## config.mk

```make
export PLATFORM = sky130hd
export DESIGN_NAME = inst_fetch_unit
export DESIGN_NICKNAME = d
export VERILOG_FILES = /design/src/rtl/inst_fetch_unit_pkg.sv /design/src/rtl/inst_fetch_unit_fetch_resp_fifo.sv /design/src/rtl/inst_fetch_unit.sv
export SDC_FILE = /design/constraint.sdc
export NUM_CORES = 1
export LEC_CHECK = 0
export CELL_PAD_IN_SITES_DETAIL_PLACEMENT = 0
export CELL_PAD_IN_SITES_GLOBAL_PLACEMENT = 1
export CORE_MARGIN = 3
export CORE_UTILIZATION = 44
export CTS_CLUSTER_DIAMETER = 120
export CTS_CLUSTER_SIZE = 16
export DETAILED_ROUTE_END_ITERATION = 16
export PLACE_DENSITY = 0.76
export RECOVER_POWER = 100
export SYNTH_ARGS = -nofsm -noshare
export SYNTH_HDL_FRONTEND = slang
export SYNTH_HIERARCHICAL = 1
export SYNTH_SLANG_ARGS = --single-unit
```

## constraint.sdc

```tcl
create_clock -name clk -period 11.8 [get_ports clk]
set_clock_uncertainty 0.15 [all_clocks]
set_input_delay 3.54 -clock clk [delete_from_list [all_inputs] [get_ports clk]]
set_output_delay 3.54 -clock clk [all_outputs]
set_load 0.01 [all_outputs]
```

## src/rtl/inst_fetch_unit_pkg.sv

```systemverilog
// =============================================================================
// inst_fetch_unit_pkg : shared types and helpers for the instruction fetch stage
// Rev 1.0
// =============================================================================
`default_nettype none

package inst_fetch_unit_pkg;

    localparam int INST_W          = 32;
    localparam int ADDR_W          = 32;
    localparam int FETCH_BLK_BYTES = 8;

    typedef struct packed {
        logic [ADDR_W-4:0] blk_addr;
        logic              first_off;
        logic [63:0]       data;
    } fetch_entry_t;

    function automatic logic [ADDR_W-1:0] next_blk_addr(input logic [ADDR_W-1:0] addr);
        return (addr & ~ADDR_W'(FETCH_BLK_BYTES - 1)) + ADDR_W'(FETCH_BLK_BYTES);
    endfunction

endpackage

`default_nettype wire

```

## src/rtl/inst_fetch_unit_fetch_resp_fifo.sv

```systemverilog
// =============================================================================
// fetch_resp_fifo : in-order response queue with clear, depth = power of two
// Rev 1.0
// =============================================================================
`default_nettype none

module fetch_resp_fifo
    import inst_fetch_unit_pkg::*;
#(
    parameter int DEPTH = 2,
    localparam int PW   = $clog2(DEPTH),
    localparam int CW   = PW + 1
) (
    input  logic         clk,
    input  logic         rst_n,
    input  logic         clear_i,
    input  logic         push_i,
    input  fetch_entry_t wdata_i,
    input  logic         pop_i,
    output fetch_entry_t rdata_o,
    output logic [CW-1:0] count_o,
    output logic         empty_o
);

    fetch_entry_t  mem_q [DEPTH];
    logic [PW-1:0] wr_ptr_q;
    logic [PW-1:0] rd_ptr_q;
    logic [CW-1:0] count_q;

    always_ff @(posedge clk) begin
        if (push_i && !clear_i) begin
            mem_q[wr_ptr_q] <= wdata_i;
        end
    end

    // Pointers wrap naturally because DEPTH is a power of two.
    always_ff @(posedge clk or negedge rst_n) begin
        if (!rst_n) begin
            wr_ptr_q <= '0;
            rd_ptr_q <= '0;
            count_q  <= '0;
        end else if (clear_i) begin
            wr_ptr_q <= '0;
            rd_ptr_q <= '0;
            count_q  <= '0;
        end else begin
            if (push_i) wr_ptr_q <= wr_ptr_q + PW'(1);
            if (pop_i)  rd_ptr_q <= rd_ptr_q + PW'(1);
            count_q <= count_q + CW'(push_i) - CW'(pop_i);
        end
    end

    assign rdata_o = mem_q[rd_ptr_q];
    assign count_o = count_q;
    assign empty_o = (count_q == '0);

endmodule

`default_nettype wire

```

## src/rtl/inst_fetch_unit.sv

```systemverilog
// =============================================================================
// inst_fetch_unit : fetch PC, cache block requests, response queue, 2-wide delivery
// Build macro FETCH_BYPASS_EN: empty-queue responses go straight to the outputs.
// Rev 1.0
// =============================================================================
`default_nettype none

module inst_fetch_unit
    import inst_fetch_unit_pkg::*;
#(
    parameter logic [31:0] RESET_PC        = 32'hBFC0_0000,
    parameter int          MAX_OUTSTANDING = 2
) (
    input  logic        clk,
    input  logic        rst_n,
    input  logic        redirect_i,
    input  logic [31:0] redirect_pc_i,
    input  logic        buffer_full_i,
    output logic        ireq_valid_o,
    input  logic        ireq_ready_i,
    output logic [31:0] ireq_addr_o,
    input  logic        irsp_valid_i,
    input  logic [63:0] irsp_data_i,
    output logic [31:0] inst1_o,
    output logic [31:0] inst2_o,
    output logic [31:0] inst1_addr_o,
    output logic [31:0] inst2_addr_o,
    output logic        inst1_valid_o,
    output logic        inst2_valid_o
);

    localparam int CW = $clog2(MAX_OUTSTANDING) + 1;

    logic [31:0]   pc_q, pc_d;
    logic [28:0]   rsp_blk_q, rsp_blk_d;
    logic          rsp_off_q, rsp_off_d;
    logic [CW-1:0] out_cnt_q, out_cnt_d;
    logic [CW-1:0] drop_cnt_q, drop_cnt_d;
    fetch_entry_t  out_q, out_d;
    logic          out_vld_q, out_vld_d;

    logic          q_push, q_pop, q_clear, q_empty;
    logic [CW-1:0] q_count;
    fetch_entry_t  q_rdata, rsp_entry;
    logic          ireq_hs, rsp_keep;
    logic [CW:0]   occupancy;

    fetch_resp_fifo #(.DEPTH(MAX_OUTSTANDING)) u_resp_fifo (
        .clk     (clk),
        .rst_n   (rst_n),
        .clear_i (q_clear),
        .push_i  (q_push),
        .wdata_i (rsp_entry),
        .pop_i   (q_pop),
        .rdata_o (q_rdata),
        .count_o (q_count),
        .empty_o (q_empty)
    );

    assign occupancy    = (CW+1)'(out_cnt_q) + (CW+1)'(q_count);
    assign ireq_valid_o = rst_n && !redirect_i && (occupancy < (CW+1)'(MAX_OUTSTANDING));
    assign ireq_addr_o  = pc_q & 32'hFFFF_FFF8;
    assign ireq_hs      = ireq_valid_o && ireq_ready_i;
    assign rsp_keep     = irsp_valid_i && !redirect_i && (drop_cnt_q == '0);
    assign rsp_entry    = '{blk_addr: rsp_blk_q, first_off: rsp_off_q, data: irsp_data_i};

    always_comb begin
        pc_d       = pc_q;
        rsp_blk_d  = rsp_blk_q;
        rsp_off_d  = rsp_off_q;
        out_cnt_d  = out_cnt_q + CW'(ireq_hs) - CW'(irsp_valid_i);
        drop_cnt_d = drop_cnt_q;
        out_d      = out_q;
        out_vld_d  = 1'b0;
        q_push     = 1'b0;
        q_pop      = 1'b0;
        q_clear    = 1'b0;

        if (redirect_i) begin
            pc_d      = redirect_pc_i & 32'hFFFF_FFFC;
            rsp_blk_d = redirect_pc_i[31:3];
            rsp_off_d = redirect_pc_i[2];
            q_clear   = 1'b1;
            // Responses already marked for dropping are part of out_cnt, so the
            // new discard count is every in-flight response not arriving now.
            drop_cnt_d = out_cnt_q - CW'(irsp_valid_i);
        end else begin
            if (ireq_hs) begin
                pc_d = next_blk_addr(ireq_addr_o);
            end
            if (irsp_valid_i && (drop_cnt_q != '0)) begin
                drop_cnt_d = drop_cnt_q - CW'(1);
            end
            if (rsp_keep) begin
                rsp_blk_d = rsp_blk_q + 29'd1;
                rsp_off_d = 1'b0;
            end
            if (!q_empty && !buffer_full_i) begin
                q_pop     = 1'b1;
                out_d     = q_rdata;
                out_vld_d = 1'b1;
            end
`ifdef FETCH_BYPASS_EN
            if (rsp_keep) begin
                if (q_empty && !buffer_full_i) begin
                    out_d     = rsp_entry;
                    out_vld_d = 1'b1;
                end else begin
                    q_push = 1'b1;
                end
            end
`else
            q_push = rsp_keep;
`endif
        end
    end

    always_ff @(posedge clk or negedge rst_n) begin
        if (!rst_n) begin
            pc_q       <= RESET_PC & 32'hFFFF_FFFC;
            rsp_blk_q  <= RESET_PC[31:3];
            rsp_off_q  <= RESET_PC[2];
            out_cnt_q  <= '0;
            drop_cnt_q <= '0;
            out_q      <= '0;
            out_vld_q  <= 1'b0;
        end else begin
            pc_q       <= pc_d;
            rsp_blk_q  <= rsp_blk_d;
            rsp_off_q  <= rsp_off_d;
            out_cnt_q  <= out_cnt_d;
            drop_cnt_q <= drop_cnt_d;
            out_q      <= out_d;
            out_vld_q  <= out_vld_d;
        end
    end

    assign inst1_o       = out_q.data[31:0];
    assign inst2_o       = out_q.data[63:32];
    assign inst1_addr_o  = {out_q.blk_addr, 3'b000};
    assign inst2_addr_o  = {out_q.blk_addr, 3'b100};
    assign inst1_valid_o = out_vld_q && !out_q.first_off;
    assign inst2_valid_o = out_vld_q;

endmodule

`default_nettype wire

```

==> metrics, run 1 <==
Layout Area Growth over Synthesis=16.8%; required time of the critical path=11.70 ns; ANT nets after route=0; Max Cap Viol=8; Seq/Total Area, Yosys=63.0%; final hold vios=0; CTS tree=done; Max Freq=110 MHz; via count=8288; largest net degree at the start of global routing=69; cell count after synthesis=1031; I/O Pins=265; outcome=finished, violations left; Placer Congestion=0.782; core footprint=0.0340 mm2; Root Driver=clkbuf_16; Worst-path clk slew=0.07 ns; # port buffers=253; TritonCTS Buffers=25; Worst-Skew Late Latency=0.52 ns; Post-Place Cells=1581; Chip Height=193 um; TritonRoute pass-1 iters=4; Comb pwr share=26.4%; yosys warns=6; P_int=2420 uW; Total GRT Usage=16.6%; GRT overflow=0; vias in the first global route=8689; Setup TNS=0 ns; switching share of power=27.3%; violated checks=max-capacitance violations, max-slew violations; Seq pwr share=49.9%; Detailed Route WL=31500 um; crit path max fanout=55; post-synthesis cell area=0.0154 mm2; class of the most critical setup path=input port to flip-flop; count leader, synth=edfxtp_1; top cells by count, synth=edfxtp_1, mux2_2, dfrtp_1, buf_4, nand2_1; H-Tree Depth=1; die width=193 um; pwr/cell area=185 mW/mm2; top cells by area, synth=edfxtp_1, dfrtp_1, mux2_2; worst slew pin tran=3.93 ns; post-cts resize count=0; CP max stage delay=2.52 ns; minimum clock period=9.08 ns; drt initial violations=402; Non-Filler Instances=1629; leakage=0.00676 uW; Worst path top cell family by delay=buffers and inverters; total clock sinks=350; share of post-route cells with drive strength above 1=20.9%; Clock Tree Buf Depth=3; Crit. End Element=flip-flop; final net count=1271; final HPWL from detailed placement=20500 um; row count=67; max_slew headroom=-162%; Yosys top cell area share=36.6%; Crit-path slowest cell=clkbuf_1; Initial Util=45.3%; WL per Instance=19.4 um; cell taking the most area after synthesis=edfxtp_1; Post CTS Setup Buffer Count=0; Setup crit start kind=input port; Synth Area per Inst=15.0 um2; vias per inst=5.09; VDD IR max=0.000113 V; RSZ-0062 raised after global routing=false; Die ar.=0.0373 mm2; DRC Markers=0; Yosys reg bits=350; initial antenna violation count=2; Yosys cell types=64; switching power=910 uW; ys async rst share=46.3%; Clock Power Share=23.7%; final setup vio count=0; Post-synth EDFFs=188; Buf/Inv on CP=2; Tcrit/Tclk final=76.9%; Max Slew Vio Count=415; global-route wire length before repair=50400 um; Hold-fix buffers, CTS=0; CP Data Arrival Time=8.98 ns; crit-path cells=dlygate4sd3_1 -> nand2_1 -> nor2_1 -> and3b_1 -> clkbuf_1; ys flop type=edfxtp_1; Hold/Removal Path Class=flip-flop to flip-flop
-- sequential cells by signal, indices dropped and copies added (netlist names) --
register	cells
out_q	1
u_resp_fifo/mem_q	188
inst2_o	32
u_resp_fifo/count_o	2
pc_q	29
u_resp_fifo/wr_ptr_q	1
inst1_o	32
inst2_valid_o	1
u_resp_fifo/rd_ptr_q	1
rsp_off_q	1
rsp_blk_q	29
inst1_addr_o	29
drop_cnt_q	2
out_cnt_q	2
-- per-stage QoR --
stage          utilization [%]  instance area [um2]  total power, uW  setup WS (ns)  hold WS (ns)
2_1_floorplan                -                15500             2360           3.18         0.292
3_3_place_gp              51.2                17400             2660           3.10         0.306
3_5_place_dp              51.2                17400             2680           3.12         0.330
4_1_cts                   53.3                18100             3480           3.11         0.343
5_1_grt                   52.9                18000             3510           2.18         0.359
6_report                  52.9                18000             3330           2.72         0.345
-- power groups by stage --
stage               clock network [uW]  registers (uW)  logic (uW)
detailed placement                   0            1700         979
global route                       870            1700         946
floorplan                            0            1640         722
global placement                     0            1690         967
finish                             790            1660         878
CTS                                819            1680         984
-- worst reg2reg max path: stages, from the launching register on --
cell      delay [ns]
dfrtp_1         0.39
inv_1           0.06
ha_1            0.22
nand2_1         0.23
nor2_1          0.30
and3b_1         1.63
clkbuf_1        2.55
-- area by class of cell --
cell class                 instances  area, um2
multi-input combinational        506       4390
inverter                          15       56.3
timing repair buffer             262       2570
clock inverter                     1       3.75
antenna                            3       7.51
tap                              448        561
clock buffer                      44        697
fill                            2895      16000
sequential                       350       9730
-- per-layer routing --
| metal | vias up | share of wire (%) | track usage, % |
|---|---|---|---|
| met5 | - | 0.032 | 0 |
| met4 | 2 | 1.3 | 2.73 |
| met3 | 34 | 5.2 | 2.63 |
| met2 | 243 | 47 | 26.8 |
| met1 | 4162 | 47 | 24.3 |
| li1 | 3847 | - | - |
-- path summary, 6_finish.rpt --
| check | from | end | slack (ns) | cells after the start |
|---|---|---|---|---|
| setup reg to reg | drop_cnt_q[0]$_DFFE_PN0P_ | u_resp_fifo/mem_q[1][2]$_DFFE_PP_ | 5.77 | 6 |
| hold reg to reg | rsp_off_q$_DFFE_PN0P_ | u_resp_fifo/mem_q[0][64]$_DFFE_PP_ | 0.34 | 0 |
| hold / removal | rsp_off_q$_DFFE_PN0P_ | u_resp_fifo/mem_q[0][64]$_DFFE_PP_ | 0.34 | 0 |
| max in group asynchronous | rst_n | u_resp_fifo/rd_ptr_q$_DFFE_PN0P_ | 4.02 | 2 |
| min in group asynchronous | rst_n | inst2_o[2]$_DFFE_PN0P_ | 2.80 | 1 |
| setup / recovery | irsp_valid_i | u_resp_fifo/mem_q[1][2]$_DFFE_PP_ | 2.72 | 5 |
-- cell families after synthesis --
| family | Yosys count | synth area share [%] |
|---|---|---|
| adder cells (fa/ha/maj) | 9 | 0.779 |
| AO/OA/AOI/OAI | 70 | 2.90 |
| AND/OR/NAND/NOR | 176 | 6.85 |
| XOR/XNOR | 44 | 2.59 |
| buffers and inverters | 182 | 8.14 |
| other | 2 | 0.0487 |
| multiplexers | 198 | 15.7 |
| flip-flops | 350 | 63.0 |
-- cell usage in the layout (no fill, tap or decap), types with 4 or more instances in the layout --
| master | instances |
|---|---|
| a21oi_1 | 5 |
| and2_1 | 5 |
| and3_1 | 9 |
| and4_1 | 4 |
| clkbuf_1 | 26 |
| clkbuf_16 | 25 |
| clkdlybuf4s50_1 | 33 |
| conb_1 | 9 |
| dfrtp_1 | 143 |
| dfstp_1 | 10 |
| dfstp_2 | 8 |
| dlygate4sd3_1 | 218 |
| edfxtp_1 | 188 |
| ha_1 | 8 |
| inv_1 | 15 |
| mux2_2 | 147 |
| mux2_4 | 50 |
| nand2_1 | 54 |
| nand2b_1 | 4 |
| nand3_1 | 19 |
| nand4_1 | 16 |
| nor2_1 | 24 |
| nor3_1 | 12 |
| nor4_1 | 8 |
| o211ai_1 | 13 |
| o21ai_0 | 26 |
| o21ai_1 | 5 |
| o311ai_0 | 8 |
| xnor2_1 | 28 |
| xor2_1 | 15 |
Power figures use the tool's default switching activity.
==> run 2: changes to the inputs <==
--- a/config.mk
+++ b/config.mk
@@ -8,11 +8,11 @@
 export CELL_PAD_IN_SITES_DETAIL_PLACEMENT = 0
 export CELL_PAD_IN_SITES_GLOBAL_PLACEMENT = 1
 export CORE_MARGIN = 3
-export CORE_UTILIZATION = 44
+export CORE_UTILIZATION = 40
 export CTS_CLUSTER_DIAMETER = 120
 export CTS_CLUSTER_SIZE = 16
 export DETAILED_ROUTE_END_ITERATION = 16
-export PLACE_DENSITY = 0.76
+export PLACE_DENSITY = 0.73
 export RECOVER_POWER = 100
 export SYNTH_ARGS = -nofsm -noshare
 export SYNTH_HDL_FRONTEND = slang
==> constraint.sdc (replaced) <==
create_clock -name clk -period 7.4 [get_ports clk]
set_clock_uncertainty 0.15 [all_clocks]
set_input_delay 2.22 -clock clk [delete_from_list [all_inputs] [get_ports clk]]
set_output_delay 2.22 -clock clk [all_outputs]
set_load 0.01 [all_outputs]
==> run 2 against run 1 <==
  * The run still ends with max-capacitance violations, max-slew violations left
  * Via count is 1.4% higher
  * Largest cell class unchanged
  * Clock power is 62% higher
  * Largest power group unchanged
  * Utilization is 4.9 points lower
  * Critical path type is now input port to output pin
  * Highest routed layer is now met4
==> metrics, run 2 (synthesized netlist as in run 1, its figures left out) <==
minimum clock period=6.57 ns; TritonCTS Buffers=25 (unchanged); max_slew headroom=-128% (+34 points); Post CTS Setup Buffer Count=0 (unchanged); Clock Tree Buf Depth=3 (unchanged); switching share of power=27.6% (+0.23 points); Max Freq=152 MHz; RSZ-0062 raised after global routing=false; Worst-Skew Late Latency=0.53 ns (about the same); Crit. End Element=output pin; Root Driver=clkbuf_16; Die ar.=0.0410 mm2 (+9.7%); Initial Util=40.8% (-4.6 points); Setup TNS=0 ns (unchanged); Setup crit start kind=input port; Seq pwr share=49.7% (-0.2 points); row count=71 (+6.0%); die width=202 um (+4.7%); class of the most critical setup path=input port to output pin; VDD IR max=0.000113 V (+0.10%); Detailed Route WL=32400 um (+2.6%); initial antenna violation count=0 (-2); Chip Height=202 um (+4.7%); H-Tree Depth=1 (unchanged); storage element area=0.00973 mm2 (unchanged); Comb pwr share=26.3% (about the same); worst slew pin tran=3.42 ns (-0.509 ns); TritonRoute pass-1 iters=5 (+1); most common library cell in the layout ignoring fill and taps=dlygate4sd3_1; Max Cap Viol=3 (-5); Total GRT Usage=15.7% (-0.93 points); post-cts resize count=0 (unchanged); crit-path cells=buf_6 -> nor4b_1 -> dlygate4sd3_1; core footprint=0.0378 mm2 (+11%); final hold vios=0 (unchanged); crit path setup slack, layout=0.834 ns (-1.89 ns); I/O Pins=265 (unchanged); Max Slew Vio Count=241 (-42%); vias in the first global route=8888 (+2.3%); crit path max fanout=37 (-33%); via count=8403 (+1.4%); outcome=finished, violations left; Largest Register=u_resp_fifo/mem_q; most frequent cells in the layout=dlygate4sd3_1, edfxtp_1, mux2_2, dfrtp_1, nand2_1; Layout Area Growth over Synthesis=17.9%; Clock Power Share=24.1% (+0.4 points); WL per Instance=19.1 um (-1.1%); max reg flops=188 (unchanged); # port buffers=253 (unchanged); # fillers=3345 (+16%); final net count=1271 (unchanged); pwr/cell area=294 mW/mm2 (+59%); Worst-path clk slew=0.07 ns (about the same); Placer Congestion=0.779 (-0.46%); CP max stage delay=0.91 ns (-1.61 ns); largest net degree at the start of global routing=95 (+38%); vias per inst=4.97 (-2.3%); Hold/Removal Path Class=flip-flop to flip-flop; final setup vio count=0 (unchanged); CP Data Arrival Time=4.20 ns (-4.78 ns); drt initial violations=387 (-3.7%); required time of the critical path=5.03 ns (-6.67 ns); total clock sinks=350 (unchanged); GRT overflow=0 (unchanged); switching power=1470 uW (+62%); violated checks=max-capacitance violations, max-slew violations; CTS tree=done; Placed Area=0.0175 mm2 (+0.52%); ANT nets after route=0 (unchanged); DRC Markers=0 (unchanged); multi-input logic area=0.00445 mm2 (+1.4%); Tcrit/Tclk final=88.7%; Core Util, Final=48.0% (-4.9 points); Finished Cell Area=0.0182 mm2 (+0.94%); leakage=0.00678 uW (+0.34%); Hold-fix buffers, CTS=0 (unchanged); share of post-route cells with drive strength above 1=22.5% (+1.6 points); P_int=3870 uW (+60%); final HPWL from detailed placement=21400 um (+4.1%); dpl ws=1.36 ns (-1.76 ns); Crit-path slowest cell=nor4b_1; global-route wire length before repair=51200 um (+1.6%)
[run 2: layer usage]
metal / global-route usage, % / share of wire (%) / vias to the layer above
met5: 0 / 0 / -
met4: 2.52 / 1.3 / 0
met3: 2.63 / 5.2 / 38
met2: 26.1 / 48 / 245
met1: 22.2 / 46 / 4280
li1: - / - / 3840
[run 2: path summary, 6_finish.rpt]
| path | from | slack [ns] | cells after the start | to |
|---|---|---|---|---|
| setup / recovery | rst_n | 0.83 | 3 | ireq_valid_o |
| hold / removal | rsp_off_q$_DFFE_PN0P_ | 0.34 | 0 | u_resp_fifo/mem_q[0][64]$_DFFE_PP_ |
| setup reg to reg | u_resp_fifo/count_o[0]$_DFF_PN0_ | 3.11 | 10 | out_cnt_q[1]$_DFF_PN0_ |
| hold reg to reg | rsp_off_q$_DFFE_PN0P_ | 0.34 | 0 | u_resp_fifo/mem_q[0][64]$_DFFE_PP_ |
| max in group asynchronous | rst_n | 2.06 | 2 | inst1_o[22]$_DFFE_PN0P_ |
| min in group asynchronous | rst_n | 1.42 | 1 | inst2_o[6]$_DFFE_PN0P_ |
[run 2: worst max-delay path, delay by kind of cell]
| family | cells | cell delay, ns |
|---|---|---|
| buf+inv | 2 | 1.02 |
| simple gates | 1 | 0.91 |
[run 2: area by class of cell]
class                   count  area share, %
flip-flops and latches    350           53.5
inverters                  15          0.310
diodes                      1         0.0138
multi-input cells         506           24.5
repair buffers            262           14.2
clock inverters             1         0.0482
clock buffers              45           3.91
well taps                 511           3.52
[run 2: power by group through the flow]
stage / clock network (uW) / registers, uW / logic (uW)
final: 1280 / 2650 / 1400
after global routing: 1420 / 2710 / 1510
after CTS: 1340 / 2680 / 1570
after detailed placement: 0 / 2720 / 1570
after global placement: 0 / 2700 / 1540
after floorplan: 0 / 2610 / 1150
[run 2: through the flow]
stage | total power, uW | cells | hold WS (ns)
3_5_place_dp | 4290 | 1644 | 0.319
4_1_cts | 5590 | 1690 | 0.341
2_1_floorplan | 3760 | 1038 | 0.292
6_report | 5340 | 1691 | 0.343
5_1_grt | 5630 | 1690 | 0.362
3_3_place_gp | 4250 | 1644 | 0.305
==> run 3: changes to the inputs <==
--- a/config.mk
+++ b/config.mk
@@ -12,6 +12,7 @@
 export CTS_CLUSTER_DIAMETER = 120
 export CTS_CLUSTER_SIZE = 16
 export DETAILED_ROUTE_END_ITERATION = 16
+export GPL_TIMING_DRIVEN = 0
 export PLACE_DENSITY = 0.73
 export RECOVER_POWER = 100
 export SYNTH_ARGS = -nofsm -noshare
==> run 3 against run 2 <==
  * The flow still finishes with violations (max-capacitance violations, max-slew violations)
  * Sequential power about the same
  * Sequential share of layout area fell by 3.5 points
  * Combinational power up 34%
  * Clock power about the same
  * Critical path depth increased by 1
  * Count of clock-buffer cells in the layout is 1 lower
  * Power grew 8.7%
  * Die area did not move
  * Via count up 5.7%
  * Utilization up 3.3 points
  * Routed wire length rose by 5.6%
  * Critical path type unchanged
  * Critical endpoint unchanged
  * Largest cell class unchanged
  * Highest routed layer unchanged
==> metrics, run 3 (synthesized netlist as in run 1, its figures left out) <==
switching power=1560 uW (+6.4%); TritonRoute pass-1 iters=4 (-1); Setup crit start kind=input port; total clock sinks=350 (unchanged); Clock Power Share=22.0% (-2.1 points); final setup vio count=0 (unchanged); Tcrit/Tclk final=89.8% (+1.1 points); minimum clock period=6.65 ns (+0.0824 ns); Max Cap Viol=1 (-2); I/O Pins=265 (unchanged); switching share of power=27.0% (-0.60 points); violated checks=max-capacitance violations, max-slew violations; Worst path top cell family by delay=buffers and inverters; CP most frequent cell=dlygate4sd3_1; TritonCTS Buffers=25 (unchanged); GRT overflow=0 (unchanged); required time of the critical path=5.03 ns (about the same); Post-Place Cells=1811 (+10%); P_int=4240 uW (+9.6%); Max Freq=150 MHz (-1.2%); WP depth=4 (+1); VDD IR max=0.000112 V (-0.92%); Placer Congestion=0.823 (+5.7%); Post CTS Setup Buffer Count=0 (unchanged); outcome=finished, violations left; final hold vios=0 (unchanged); Seq pwr share=45.7% (-4.0 points); Chip Height=202 um (unchanged); Hold-fix buffers, CTS=0 (unchanged); reg-to-reg critical path startpoint=drop_cnt_q[0]$_DFFE_PN0P_; crit path from=redirect_i; vias per inst=4.79 (-3.7%); CP Capture Point=ireq_valid_o; Core Util, Final=51.3% (+3.3 points); largest net degree at the start of global routing=105 (+11%); pwr/cell area=299 mW/mm2 (+1.7%); Die ar.=0.0410 mm2 (unchanged); class of the most critical setup path=input port to output pin; most common library cell in the layout ignoring fill and taps=dlygate4sd3_1; DRC Markers=0 (unchanged); Non-Filler Instances=1857 (+9.8%); final net count=1438 (+13%); Clock Tree Buf Depth=3 (unchanged); Crit-path slowest cell=dlygate4sd3_1; # port buffers=253 (unchanged); Detailed Route WL=34200 um (+5.6%); Largest Register=u_resp_fifo/mem_q; reg-to-reg critical path endpoint=u_resp_fifo/mem_q[1][25]$_DFFE_PP_; row count=71 (unchanged); Hold/Removal Path Class=flip-flop to flip-flop; ANT nets after route=0 (unchanged); WL per Instance=18.4 um (-3.8%); crit-path cells=dlygate4sd3_1 -> clkbuf_1 -> nor4b_4 -> dlygate4sd3_1; Comb pwr share=32.3% (+6.0 points); Max Slew Vio Count=44 (-82%); die width=202 um (unchanged); vias in the first global route=9298 (+4.6%); Initial Util=40.8% (unchanged); final HPWL from detailed placement=24500 um (+15%); crit path max fanout=10 (-73%); max_slew headroom=-63.1% (+65 points); core footprint=0.0378 mm2 (unchanged); Worst-Skew Late Latency=0.54 ns (about the same); Crit. End Element=output pin; most frequent cells in the layout=dlygate4sd3_1, edfxtp_1, mux2_2, dfrtp_1, buf_4; RSZ-0062 raised after global routing=false; max reg flops=188 (unchanged); H-Tree Depth=1 (unchanged); global-route wire length before repair=53700 um (+4.9%); via count=8886 (+5.7%); post-cts resize count=0 (unchanged); worst reg-to-reg setup slack=3.51 ns (+0.40 ns); Root Driver=clkbuf_16; # diodes=0 (-1); Worst-path clk slew=0.07 ns (about the same); leakage=0.00757 uW (+12%); CTS tree=done; Worst Hold Margin=0.330 ns (-0.0126 ns); Total GRT Usage=16.6% (+0.90 points); drt initial violations=308 (-20%); Buf/Inv on CP=3 (+1); total chip power=5800 uW (+8.7%); CP max stage delay=0.66 ns (-0.25 ns); worst slew pin tran=2.45 ns (-0.976 ns); share of post-route cells with drive strength above 1=29.9% (+7.5 points); initial antenna violation count=0 (unchanged); Layout Area Growth over Synthesis=26.0%; R2R cell count=6 (-4); CP Data Arrival Time=4.28 ns (+0.08 ns)
[run 3: cell count changes in the layout (fill, tap and decap cells not counted), moves of 2 or more]
| cell | previous run | this run |
|---|---|---|
| nor4_1 | 2 | 4 |
| buf_16 | 0 | 4 |
| buf_6 | 1 | 6 |
| a21boi_1 | 0 | 2 |
| buf_2 | 0 | 6 |
| a21boi_0 | 4 | 2 |
| clkbuf_1 | 23 | 46 |
| buf_4 | 5 | 131 |
| nor4_2 | 6 | 4 |
| buf_8 | 0 | 2 |
[run 3: metrics by stage]
step / TNS (ns) / instance area [um2] / setup slack [ns]
after CTS: 0 / 19600 / 0.768
after detailed placement: 0 / 18900 / 0.780
after global placement: -1153.13 / 18600 / -5.53
after floorplan: 0 / 15500 / 0.0951
final: 0 / 19400 / 0.752
after global routing: 0 / 19400 / 0.471
[run 3: cell type report]
type                    instances  area [um2]
plain buffers                 167        1180
repair buffers                262        2670
fillers                      3288       18400
flip-flops and latches        350        9720
inverters                      15        56.3
clock buffers                  44         697
multi-input cells             506        4450
well taps                     511         639
clock inverters                 2        12.5
[run 3: worst min-delay path by stage]
stage / from / endpoint / slack, ns / cells past startpoint
6_report: rsp_off_q$_DFFE_PN0P_ / u_resp_fifo/mem_q[0][64]$_DFFE_PP_ / 0.33 / 0
5_1_grt: rsp_off_q$_DFFE_PN0P_ / u_resp_fifo/mem_q[1][64]$_DFFE_PP_ / 0.35 / 0
4_1_cts: rsp_off_q$_DFFE_PN0P_ / u_resp_fifo/mem_q[0][64]$_DFFE_PP_ / 0.33 / 0
3_5_place_dp: rsp_off_q$_DFFE_PN0P_ / u_resp_fifo/mem_q[1][64]$_DFFE_PP_ / 0.31 / 0
3_3_place_gp: rsp_off_q$_DFFE_PN0P_ / u_resp_fifo/mem_q[1][64]$_DFFE_PP_ / 0.30 / 0
2_1_floorplan: rsp_off_q$_DFFE_PN0P_ / u_resp_fifo/mem_q[0][64]$_DFFE_PP_ / 0.29 / 0
[run 3: metal layers]
| layer | routed length [um] | track usage, % |
|---|---|---|
| met1 | 15300 | 23.0 |
| met2 | 16700 | 28.1 |
| met3 | 1750 | 2.40 |
| met4 | 486 | 3.32 |
| met5 | 0 | 0 |
[run 3: worst register-to-register path, cell delays in order, from the launching register on]
cell and delay [ns]:
dfrtp_1 0.39, inv_1 0.06, ha_1 0.23, nand2_2 0.16, nor2_1 0.28, and3b_1 1.88, buf_16 0.34
[run 3: power by group through the flow]
stage	Combinational, uW	Sequential (uW)	Clock (uW)
floorplan	1150	2610	0
global placement	2020	2700	0
detailed placement	2060	2700	0
CTS	2070	2660	1330
global route	2020	2700	1400
finish	1870	2650	1280
